[src/rtl/demux1_to_8_32.sv]
// Registered 1-to-8 router: one valid/ready input steered by {s2,s1,s0} into eight one-entry channels; 1-cycle latency.
// in_ready stalls only on the selected channel; optional DEMUX_BYPASS_EN passes a word straight through to an empty, ready channel.
module demux1_to_8_32 #(
  parameter int WIDTH = 32,
  parameter int NCH   = 8
) (
  input  logic             clk,
  input  logic             rst_n,
  input  logic [WIDTH-1:0] in,
  input  logic             s2,
  input  logic             s1,
  input  logic             s0,
  input  logic             in_valid,
  output logic             in_ready,
  output logic [WIDTH-1:0] out0,
  output logic [WIDTH-1:0] out1,
  output logic [WIDTH-1:0] out2,
  output logic [WIDTH-1:0] out3,
  output logic [WIDTH-1:0] out4,
  output logic [WIDTH-1:0] out5,
  output logic [WIDTH-1:0] out6,
  output logic [WIDTH-1:0] out7,
  output logic [NCH-1:0]   out_valid,
  input  logic [NCH-1:0]   out_ready,
  output logic [3:0]       occupancy
);

  logic [2:0]       sel;
  logic [NCH-1:0]   sel_oh;
  logic [NCH-1:0]   v_q;
  logic [NCH-1:0]   v_nxt;
  logic [NCH-1:0]   drain;
  logic [3:0]       occ_q;
  logic [3:0]       occ_nxt;
  logic [WIDTH-1:0] dat_q [NCH];
  logic [WIDTH-1:0] dout  [NCH];
  logic             accept;
  logic             load;

  assign sel      = {s2, s1, s0};
  assign sel_oh   = {{(NCH-1){1'b0}}, 1'b1} << sel;
  assign in_ready = ~v_q[sel] | out_ready[sel];
  assign accept   = in_valid & in_ready;
  assign drain    = v_q & out_ready;

`ifdef DEMUX_BYPASS_EN
  logic bypass;
  // An empty channel whose consumer is ready takes the word this cycle; nothing is stored.
  assign bypass = in_valid & ~v_q[sel] & out_ready[sel];
  assign load   = accept & ~bypass;
`else
  assign load   = accept;
`endif

  // Drain clears a channel unless the same edge reloads it, which keeps back-to-back transfers bubble-free.
  always_comb begin
    v_nxt = (v_q & ~drain) | (load ? sel_oh : '0);
    occ_nxt = '0;
    for (int i = 0; i < NCH; i++) begin
      occ_nxt = occ_nxt + {3'b000, v_nxt[i]};
    end
  end

  always_ff @(posedge clk or negedge rst_n) begin
    if (!rst_n) begin
      v_q   <= '0;
      occ_q <= '0;
      for (int i = 0; i < NCH; i++) begin
        dat_q[i] <= '0;
      end
    end else begin
      v_q   <= v_nxt;
      occ_q <= occ_nxt;
      if (load) begin
        dat_q[sel] <= in;
      end
    end
  end

  always_comb begin
    dout      = dat_q;
    out_valid = v_q;
`ifdef DEMUX_BYPASS_EN
    if (bypass) begin
      dout[sel] = in;
      out_valid = v_q | sel_oh;
    end
`endif
  end

  assign occupancy = occ_q;
  assign out0 = dout[0];
  assign out1 = dout[1];
  assign out2 = dout[2];
  assign out3 = dout[3];
  assign out4 = dout[4];
  assign out5 = dout[5];
  assign out6 = dout[6];
  assign out7 = dout[7];

endmodule

[config.mk]
export PLATFORM = sky130hd
export DESIGN_NAME = demux1_to_8_32
export DESIGN_NICKNAME = d
export VERILOG_FILES = /design/src/rtl/demux1_to_8_32.sv
export SDC_FILE = /design/constraint.sdc
export NUM_CORES = 1
export LEC_CHECK = 0
export ABC_AREA = 1
export CAP_MARGIN = 30
export CORE_MARGIN = 2
export CORE_UTILIZATION = 45
export DETAILED_ROUTE_END_ITERATION = 12
export PLACE_DENSITY = 0.87
export SETUP_SLACK_MARGIN = 0.2
export SLEW_MARGIN = 20
export SYNTH_ARGS = -nofsm -noshare
export SYNTH_HDL_FRONTEND = slang
export SYNTH_SLANG_ARGS = --single-unit
[constraint.sdc]
create_clock -name clk -period 4.46 [get_ports clk]
set_input_delay 1.338 -clock clk [delete_from_list [all_inputs] [get_ports clk]]
set_output_delay 1.338 -clock clk [all_outputs]
set_load 0.02 [all_outputs]
# After elaboration in Yosys (flattened, before gate mapping)
# Cells that the tools add are included.
dict set report totals {
  elab_cells 38
  output_inout_bits 269
  register_bits 268
  in_bits 46
}
dict set report op_classes {
  n_shift 1
  addsub 7
  mux 8
  n_lt_le_gt_ge 3
  n_bitwise 8
  reduce_logical 1
}
# operator n
set ops {}
lappend ops {{$bwmux 256} 1}
lappend ops {{$demux 32 s3} 1}
lappend ops {{$mux 32} 1}
lappend ops {{$add 4x1->4} 4}
lappend ops {{$and 8x8->8} 2}
lappend ops {{$mux 8} 1}
lappend ops {{$not 8->8} 1}
lappend ops {{$or 8x8->8} 1}
lappend ops {{$shl 1x3->8 const A} 1}
lappend ops {{$bmux 1 s3} 2}
lappend ops {{$add 3x1->4} 1}
lappend ops {{$ge 4x4->1 const B} 1}
lappend ops {{$lt 3x4->1 const B} 1}
lappend ops {{$lt 4x1->1 const B} 1}
lappend ops {{$not 3->4} 1}
lappend ops {{$add 2x1->3} 1}
lappend ops {{$add 1x1->2} 1}
lappend ops {{$mux 1} 2}
lappend ops {{$and 1x1->1} 1}
lappend ops {{$logic_and 1x1->1} 1}
lappend ops {{$not 1->1} 1}
lappend ops {{$or 1x1->1} 1}

# Logic depth before layout (Yosys ltp)
# Gate-level depths: netlist of run 1.
dict set report depth {
  depth_word 14
  ltp_mapped 20
  depth_no_buf 17
}

# Worst setup path after synthesis of run 1
# No wires, ideal clock.
dict set report synth_timing {
  path_type {input to register}
  from {input s0}
  to {register occ_q[2] (netlist: occupancy[2])}
  required_time_ns 4.337
  n_path_buf 3
  path_stages 19
  setup_time_ns 0.123
  setup_slack_ns -0.467
  arrival_time_ns 4.804
  path_cell_list {buf_4 inv_2 nand2_1 o21ai_0 nor2_1 nand2_1 nand4_1 buf_2 clkbuf_1 o21ai_0 fa_1 fa_1 inv_1 fa_1 inv_1 ha_1 inv_1 fa_1 xnor2_1}
}
dict set report synth_via {
  elab_chain_cells 14
}
# item line_no
set synth_rtl {}
lappend synth_rtl {{start, declared} 12} ;# input logic s0,
lappend synth_rtl {{$bmux 1 s3} 42} ;# assign in_ready = ~v_q[sel] | out_ready[sel];
lappend synth_rtl {{$mux 1 (not written as such)} 42}
lappend synth_rtl {{$not 1->1} 42}
lappend synth_rtl {{$or 1x1->1} 42}
lappend synth_rtl {{$and 1x1->1} 43} ;# assign accept = in_valid & in_ready;
lappend synth_rtl {{$mux 8 *} 57} ;# v_nxt = (v_q & ~drain) | (load ? sel_oh : '0);
lappend synth_rtl {{$or 8x8->8 *} 57}
lappend synth_rtl {{via v_nxt[0]} 31} ;# logic [NCH-1:0] v_nxt;
lappend synth_rtl {{$add 1x1->2 *} 60} ;# occ_nxt = occ_nxt + {3'b000, v_nxt[i]};
lappend synth_rtl {{$add 2x1->3 *} 60}
lappend synth_rtl {{$add 3x1->4 *} 60}
lappend synth_rtl {{$add 4x1->4 * (4 in a row)} 60}
lappend synth_rtl {{via occ_nxt[2]} 34} ;# logic [3:0] occ_nxt;
lappend synth_rtl {{end signal, assigned} 73} ;# occ_q <= occ_nxt;
lappend synth_rtl {{end, declared} 33} ;# logic [3:0] occ_q;
# Mark *: on every way through the listed nets, which the timed path passes. The rest lies on a longest branch. The select of a mux whose other input is x is not followed.
# A chain may end at the register's enable or synchronous reset.

# Worst setup path after layout of run 1
dict set report layout_timing {
  from {input out_ready[1]}
  to {register occ_q[1] (netlist: occupancy[1])}
}
dict set report layout_via {
  elab_chain_cells 13
}
# item line_no
set layout_rtl {}
lappend layout_rtl {{start, declared} 24} ;# input logic [NCH-1:0] out_ready,
lappend layout_rtl {{$bmux 1 s3} 42}
lappend layout_rtl {{$mux 1 (not written as such)} 42}
lappend layout_rtl {{$or 1x1->1} 42}
lappend layout_rtl {{$and 1x1->1} 43}
lappend layout_rtl {{$mux 8} 57}
lappend layout_rtl {{$or 8x8->8} 57}
lappend layout_rtl {{via v_nxt[0]} 31}
lappend layout_rtl {{$add 1x1->2} 60}
lappend layout_rtl {{$add 2x1->3} 60}
lappend layout_rtl {{$add 3x1->4} 60}
lappend layout_rtl {{$add 4x1->4 (4 in a row)} 60}
lappend layout_rtl {{via occ_nxt[1]} 34}
# The timed path passes the listed nets, and every way through them passes these cells. The select of a mux whose other input is x is not followed.

==> metrics.md, run 1 <==
| Metric | Value |
|---|---|
| Combinational share of power | a little under a third |
| Tcrit/Tclk final | 93.1% |
| First-pass GRT wire length | 52500 µm |
| Synthesis Warnings | 0 |
| Outcome | finished, final reports clean |
| Sequential standard cell area | about 6700 µm² |
| Number of nets in the layout | about 1500 |
| Clock tree from TritonCTS | done |
| Width of the die | 156 µm |
| Clock slew at the register clock pins of the worst setup and hold paths | 60 ps |
| Number of hold-repair buffers added at the cts stage | 0 |
| DRC violations left | 0 |
| Transition time at the pin with the least slew margin | 783 ps |
| Final period demand of the worst path | 4150 ps |
| Total Die Area | 24400 µm² |
| Number of nets in the synthesized netlist | 1162 |
| CTS Buffer Depth | 3 |
| Synthesized area | ~10000 µm² |
| First-pass iteration count of the detailed router | 5 |
| Maximum net fanout on the critical path | 4 |
| Highest achievable clock rate | 241 MHz |
| Kind of end point of the critical path | flip-flop |
| Congestion Overflow GR | 0 |
| Die span in y | ~160 µm |
| Sequential group share of total power | 39.0% |
| Number of pins exceeding their max-slew limit in the final report | 0 |
| Post-placement setup slack | -685 ps |
| Number of port buffers | 314 |
| Overall via count from detail_route | 9332 |
| Hold Vio Cnt, Final | 0 |
| Total area of multi-input combinational cells | 3250 µm² |
| Placed Area | 14000 µm² |
| Placed cell count | approximately 1700 |
| Most frequent cells in the layout | 402 x sky130_fd_sc_hd__nand2_1, 306 x sky130_fd_sc_hd__clkdlybuf4s50_1, 268 x sky130_fd_sc_hd__dfrtp_1 |
| Area of all placed cells without fillers | 15100 µm² |
| Starting density of the core | roughly 46% |
| Final setup viols | 0 |
| Path type of the worst setup path | primary input to flip-flop |
| Setup slack of the critical path after layout | slightly above 300 ps |
| Area delta synth->final | 44.7% |
| Drt first-iter violations | approximately 770 |
| Internal power | 5.68 mW |
| Clock Latency Late Sink | 520 ps |
| Flop and latch count out of synthesis | 268 |
| Via count of the first global-routing pass | 9372 |
| Unrepaired setup endpoints after global routing | yes |
| Core footprint | around 23000 µm² |
| Clock tree skew after final layout | 17.9 ps |
| Total length of routed wires | 33500 µm |
| Total half-perimeter wirelength after legalization and detailed placement | about 23000 µm |
| Path category of the worst min-delay check | flip-flop to flip-flop |
| Global routing usage summed across all routing layers | around 27% |
| Slew HR | a little under half |
| Synth unique cells | 20 |
| Mean post-synth cell area | around 9.4 µm² |
| Number of maximum-capacitance constraint violations | 0 |
| CTS H-tree lvls | 1 |
| Max VDD drop | 0.000318 V |
| PwrDens | 555 nW/µm² |
| Startpoint class of the critical path | primary input |
| Largest net degree at the start of global routing | 107 |
| Required time at the endpoint of the critical path | 4880 ps |
| Post-DR wirelength/cell | 19.3 µm |
| Arrival time worst endpoint | 4580 ps |
| Most common library cell in the layout ignoring fill and taps | sky130_fd_sc_hd__nand2_1 |
| Via density per instance | 5.37 |
| Post-synthesis cell count | 1109 |
| Initial antenna violation count | 1 |
| Post-Layout Cell Count | 1739 |
| Number of placement rows | 55 |
| Sequential share of the synthesized area | 64.2% |
| Library cell used as clock root buffer | sky130_fd_sc_hd__clkbuf_16 |
| # clock sinks | 268 |
| NetSw | 2.70 mW |
| Fraction of power spent switching nets | 32.2% |
| Total clock buffers created by CTS | 27 |
| Routability congestion estimate from global placement | 0.898 |
| Clock power share | between 20 and 30% |
| Leakage dissipation | 7.36 nW |
| Ports | around 320 |
| Final design utilization | 66.5% |
| Layout cell share with drive strength beyond 1 | 8.47% |
| Count of fill cells added during filler insertion | approximately 1700 |
| Number of nets with antenna violations after routing | 0 |
## metal layers
metal	global-route usage, %	vias up	wire length, µm
met5	0	-	0
met4	11.3	0	1450
met3	5.32	86	2740
met2	42.1	470	15400
met1	38.4	4574	13900
li1	-	4202	-
## layout make-up
class                           instances  area share (%)
Sequential cell                       268            44.4
Inverter                               54            1.44
Clock inverter                         11            1.46
Clock buffer                           37            5.12
Multi-Input combinational cell        719            21.5
Antenna cell                            1          0.0166
Tap cell                              285            2.36
Timing Repair Buffer                  364            23.7
## power by group through the flow
stage | registers [mW] | clock network (mW) | logic [mW]
after floorplan | 3.92 | 0 | 0.509
after global placement | 3.28 | 0 | 2.54
after detailed placement | 3.29 | 0 | 2.59
after CTS | 3.27 | 2.54 | 2.62
after global routing | 3.33 | 2.65 | 2.78
final | 3.27 | 2.50 | 2.61
## Yosys cell counts, drive strengths merged
library cell  number  area [µm²]
dfrtp            268        6710
o21ai            137         686
fa                 4        80.1
xnor2              1        8.76
clkinv             1        3.75
nand3            135         676
a21oi              3        15.0
clkbuf            31         116
nor2              19        73.8
nand4              8        50.1
inv               53         199
ha                 3        37.5
buf               37         251
nand2            409        1540
## worst max-delay path, cell delays in order
cell and delay [ps]:
sky130_fd_sc_hd__dlygate4sd2_1 270, sky130_fd_sc_hd__nand3_2 90, sky130_fd_sc_hd__nand2_1 50, sky130_fd_sc_hd__nor2_1 110
sky130_fd_sc_hd__nand2_2 90, sky130_fd_sc_hd__nand4_1 140, sky130_fd_sc_hd__o21ai_4 90, sky130_fd_sc_hd__fa_1 520
sky130_fd_sc_hd__fa_1 510, sky130_fd_sc_hd__inv_1 60, sky130_fd_sc_hd__fa_1 440, sky130_fd_sc_hd__inv_1 90
sky130_fd_sc_hd__ha_2 180, sky130_fd_sc_hd__inv_2 40, sky130_fd_sc_hd__fa_2 510, sky130_fd_sc_hd__inv_1 30
## what timing repair did
action,in CTS,in global routing
endpoints found under the hold margin,0,0
gates resized for setup,20,11
setup buffers,8,1
pin swaps,13,14
setup endpoints to repair,3,3
## flip-flops by register name, indices dropped and copies added (netlist names)
name	count
out4	32
out1	32
occupancy	4
out6	32
out5	32
out_valid	8
out0	32
out7	32
out2	32
out3	32
## path summary, 6_finish.rpt
| check | startpoint | endpoint | slack, ps | depth (start not counted) |
|---|---|---|---|---|
| setup / recovery | out_ready[1] | occupancy[1] | 310 | 16 |
| hold / removal | out6[3] | out6[3] | 480 | 2 |
| setup reg to reg | out_valid[2] | occupancy[1] | 940 | 16 |
| hold reg to reg | out6[3] | out6[3] | 480 | 2 |
| max in group asynchronous | rst_n | out6[13] | 2650 | 2 |
| min in group asynchronous | rst_n | out7[29] | 830 | 1 |
## through the flow
stage / setup TNS (ps) / hold slack (ps) / power, mW
floorplan: -351 / 586 / 4.43
global placement: -1800 / 462 / 5.82
global route: 0 / 499 / 8.75
detailed placement: -1980 / 464 / 5.89
CTS: 0 / 481 / 8.42
finish: 0 / 477 / 8.38
## logic make-up (layout without fill, tap and decap cells)
family | Yosys count | in the layout | share of synthesized area, %
other | 0 | 1 | 0
AOI/OAI and AO/OA | 140 | 140 | 6.71
adders and majority gates | 7 | 7 | 1.13
buffers and inverters | 122 | 466 | 5.46
DFF | 268 | 268 | 64.2
xor gates and xnor gates | 1 | 1 | 0.0839
and+or+nand+nor | 571 | 571 | 22.4
No activity file was read; power rests on OpenSTA's default activity.
==> run 2: changes to the inputs <==
--- a/config.mk
+++ b/config.mk
@@ -11,6 +11,7 @@
 export CORE_UTILIZATION = 45
 export DETAILED_ROUTE_END_ITERATION = 12
 export PLACE_DENSITY = 0.87
+export RECOVER_POWER = 25
 export SETUP_SLACK_MARGIN = 0.2
 export SLEW_MARGIN = 20
 export SYNTH_ARGS = -nofsm -noshare
==> run 2 against run 1 <==
The run now ends with capacitance limit, slew limit left. Clock-buffer cell count unchanged. Clock skew up 2.1 ps. Total power about the same. Critical path depth unchanged. Non-clock buffer count unchanged. Register-to-register slack worse by 50 ps. First-iteration DRC count down 6.8%. Die area unchanged. Sequential share of layout area up 0.11 points. Clock power about the same. Global-route usage unchanged. Largest cell class unchanged.
==> metrics.md, run 2 (synthesized netlist as in run 1, its figures left out) <==
| Metric | Value |
|---|---|
| Outcome | finished with violations (was finished, final reports clean) |
| Failing checks | capacitance limit, slew limit |
| NetSw | 2.70 mW (about the same) |
| Clock power share | 29.9% (was 29.8%) |
| Total length of routed wires | 33600 µm (was 33500 µm) |
| Width of the die | 156 µm (unchanged) |
| Number of pins exceeding their max-slew limit in the final report | 98 (was 0) |
| # clock sinks | 268 (unchanged) |
| Path category of the worst min-delay check | flip-flop to flip-flop (unchanged) |
| Core footprint | 22700 µm² (unchanged) |
| Most frequent cells in the layout | 402 x sky130_fd_sc_hd__nand2_1, 306 x sky130_fd_sc_hd__clkdlybuf4s50_1, 268 x sky130_fd_sc_hd__dfrtp_1 (unchanged) |
| PwrDens | 556 nW/µm² (was 555 nW/µm²) |
| Total half-perimeter wirelength after legalization and detailed placement | 22900 µm (unchanged) |
| Combinational share of power | 31.1% (about the same) |
| Clock Latency Late Sink | 530 ps (was 520 ps) |
| Number of nets with antenna violations after routing | 0 (unchanged) |
| Largest net degree at the start of global routing | 107 (unchanged) |
| Initial antenna violation count | 1 (unchanged) |
| Leakage dissipation | 7.35 nW (was 7.36 nW) |
| Clock tree skew after final layout | 20.0 ps (was 17.9 ps) |
| Fraction of power spent switching nets | 32.2% (about the same) |
| Highest achievable clock rate | 237 MHz (was 241 MHz) |
| Post-DR wirelength/cell | 19.3 µm (about the same) |
| Congestion Overflow GR | 0 (unchanged) |
| Post-Layout Cell Count | 1739 (unchanged) |
| Drt first-iter violations | 715 (was 767) |
| Ports | 315 (unchanged) |
| Tcrit/Tclk final | 94.5% (was 93.1%) |
| Path type of the worst setup path | primary input to flip-flop (unchanged) |
| Kind of end point of the critical path | flip-flop (unchanged) |
| CTS Buffer Depth | 3 (unchanged) |
| Layout cell share with drive strength beyond 1 | 8.33% (was 8.47%) |
| Number of hold-repair buffers added at the cts stage | 0 (unchanged) |
| First-pass GRT wire length | 52500 µm (unchanged) |
| Total clock buffers created by CTS | 27 (unchanged) |
| Number of placement rows | 55 (unchanged) |
| Startpoint class of the critical path | primary input (unchanged) |
| Most common library cell in the layout ignoring fill and taps | sky130_fd_sc_hd__nand2_1 (unchanged) |
| Library cell used as clock root buffer | sky130_fd_sc_hd__clkbuf_16 (unchanged) |
| Clock tree from TritonCTS | done (unchanged) |
| Final setup viols | 0 (unchanged) |
| Required time at the endpoint of the critical path | 4880 ps (about the same) |
| Clock slew at the register clock pins of the worst setup and hold paths | 60 ps (about the same) |
| Setup Total Neg Slack | 0 ps (unchanged) |
| Sequential group share of total power | 39.0% (about the same) |
| Total Die Area | 24400 µm² (unchanged) |
| Routability congestion estimate from global placement | 0.898 (unchanged) |
| Worst hold slack after final layout | 477 ps (about the same) |
| Max VDD drop | 0.000318 V (about the same) |
| First-pass iteration count of the detailed router | 5 (unchanged) |
| Global routing usage summed across all routing layers | 27.4% (unchanged) |
| Transition time at the pin with the least slew margin | 2520 ps (was 783 ps) |
| Arrival time worst endpoint | 4640 ps (was 4580 ps) |
| Final period demand of the worst path | 4210 ps (was 4150 ps) |
| Number of nets in the layout | 1487 (unchanged) |
| CTS H-tree lvls | 1 (unchanged) |
| Area delta synth->final | 44.4% (was 44.7%) |
| Overall via count from detail_route | 9381 (was 9332) |
| Number of maximum-capacitance constraint violations | 1 (was 0) |
| Hold Vio Cnt, Final | 0 (unchanged) |
| Via count of the first global-routing pass | 9372 (unchanged) |
| DRC violations left | 0 (unchanged) |
| Unrepaired setup endpoints after global routing | yes (unchanged) |
| Die span in y | 156 µm (unchanged) |
| Starting density of the core | 46.0% (unchanged) |
| Via density per instance | 5.39 (was 5.37) |
| Slew HR | -67.7% (was 47.8%) |
| Internal power | 5.68 mW (about the same) |
| Placed cell count | 1680 (unchanged) |
| Number of port buffers | 314 (unchanged) |
| Maximum net fanout on the critical path | 4 (unchanged) |
## run 2: cell types whose count changed in the layout (fill, tap and decap cells not counted), sizes merged
cell    delta
buf        -2
clkbuf     +2
## run 2: path summary, 6_finish.rpt
| kind | slack (ps) | to | cells past startpoint | from |
|---|---|---|---|---|
| min reg2reg | 480 | out6[3] | 2 | out6[3] |
| max | 250 | occupancy[1] | 16 | out_ready[1] |
| max reg2reg | 890 | occupancy[1] | 16 | out_valid[2] |
| min in group asynchronous | 1550 | out7[30] | 1 | rst_n |
| max in group asynchronous | 710 | out3[14] | 2 | rst_n |
| min | 480 | out6[3] | 2 | out6[3] |
## run 2: metrics by stage
stage               setup WS (ps)  instance area [µm²]  utilization [%]  power [mW]
finish                        247                15100             66.4        8.38
global route                  114                15100             66.4        8.75
CTS                           223                15100             66.3        8.42
detailed placement           -685                14000             61.6        5.89
global placement             -645                14000             61.6        5.82
floorplan                    -211                10500                -        4.43
## run 2: power groups by stage
stage               Clock [mW]  Combinational, mW  Sequential [mW]
floorplan                    0              0.509             3.92
CTS                       2.54               2.62             3.27
global placement             0               2.54             3.28
detailed placement           0               2.59             3.29
global route              2.65               2.77             3.33
finish                    2.50               2.61             3.27
## run 2: metal layers
layer	vias to the layer above	GRT usage, %	share of wire, %
met3	94	5.32	7.7
met2	462	42.1	46
li1	4205	-	-
met4	0	11.3	4.4
met5	-	0	0
met1	4620	38.4	42
## run 2: final cells by class
| cell class | count | area (µm²) |
|---|---|---|
| Clock buffer | 37 | 773 |
| Sequential cell | 268 | 6710 |
| Fill cell | 1677 | 7630 |
| Tap cell | 285 | 357 |
| Antenna cell | 1 | 2.50 |
| Inverter | 54 | 218 |
| Timing Repair Buffer | 364 | 3560 |
| Multi-Input combinational cell | 719 | 3240 |
| Clock inverter | 11 | 220 |
## run 2: critical path: stages
cell and delay [ps]:
sky130_fd_sc_hd__dlygate4sd2_1 270, sky130_fd_sc_hd__nand3_2 90, sky130_fd_sc_hd__nand2_1 50, sky130_fd_sc_hd__nor2_1 110
sky130_fd_sc_hd__nand2_2 90, sky130_fd_sc_hd__nand4_1 90, sky130_fd_sc_hd__o21ai_0 180, sky130_fd_sc_hd__fa_1 560
sky130_fd_sc_hd__fa_1 510, sky130_fd_sc_hd__inv_1 50, sky130_fd_sc_hd__fa_1 440, sky130_fd_sc_hd__inv_1 90
sky130_fd_sc_hd__ha_2 180, sky130_fd_sc_hd__inv_2 40, sky130_fd_sc_hd__fa_2 510, sky130_fd_sc_hd__inv_1 30
## run 2: timing repair
item                                    4_1_cts  5_1_grt
resized for setup                            20       11
buffers inserted                              8        1
pin swaps                                    13       14
endpoints found under the setup margin        3        3
==> run 3: changes to the inputs <==
--- a/config.mk
+++ b/config.mk
@@ -9,6 +9,7 @@
 export CAP_MARGIN = 30
 export CORE_MARGIN = 2
 export CORE_UTILIZATION = 45
+export CTS_CLUSTER_SIZE = 20
 export DETAILED_ROUTE_END_ITERATION = 12
 export PLACE_DENSITY = 0.87
 export RECOVER_POWER = 25
==> results of run 3 <==
No change in the layout: final DEF, timing and power equal those of run 2.
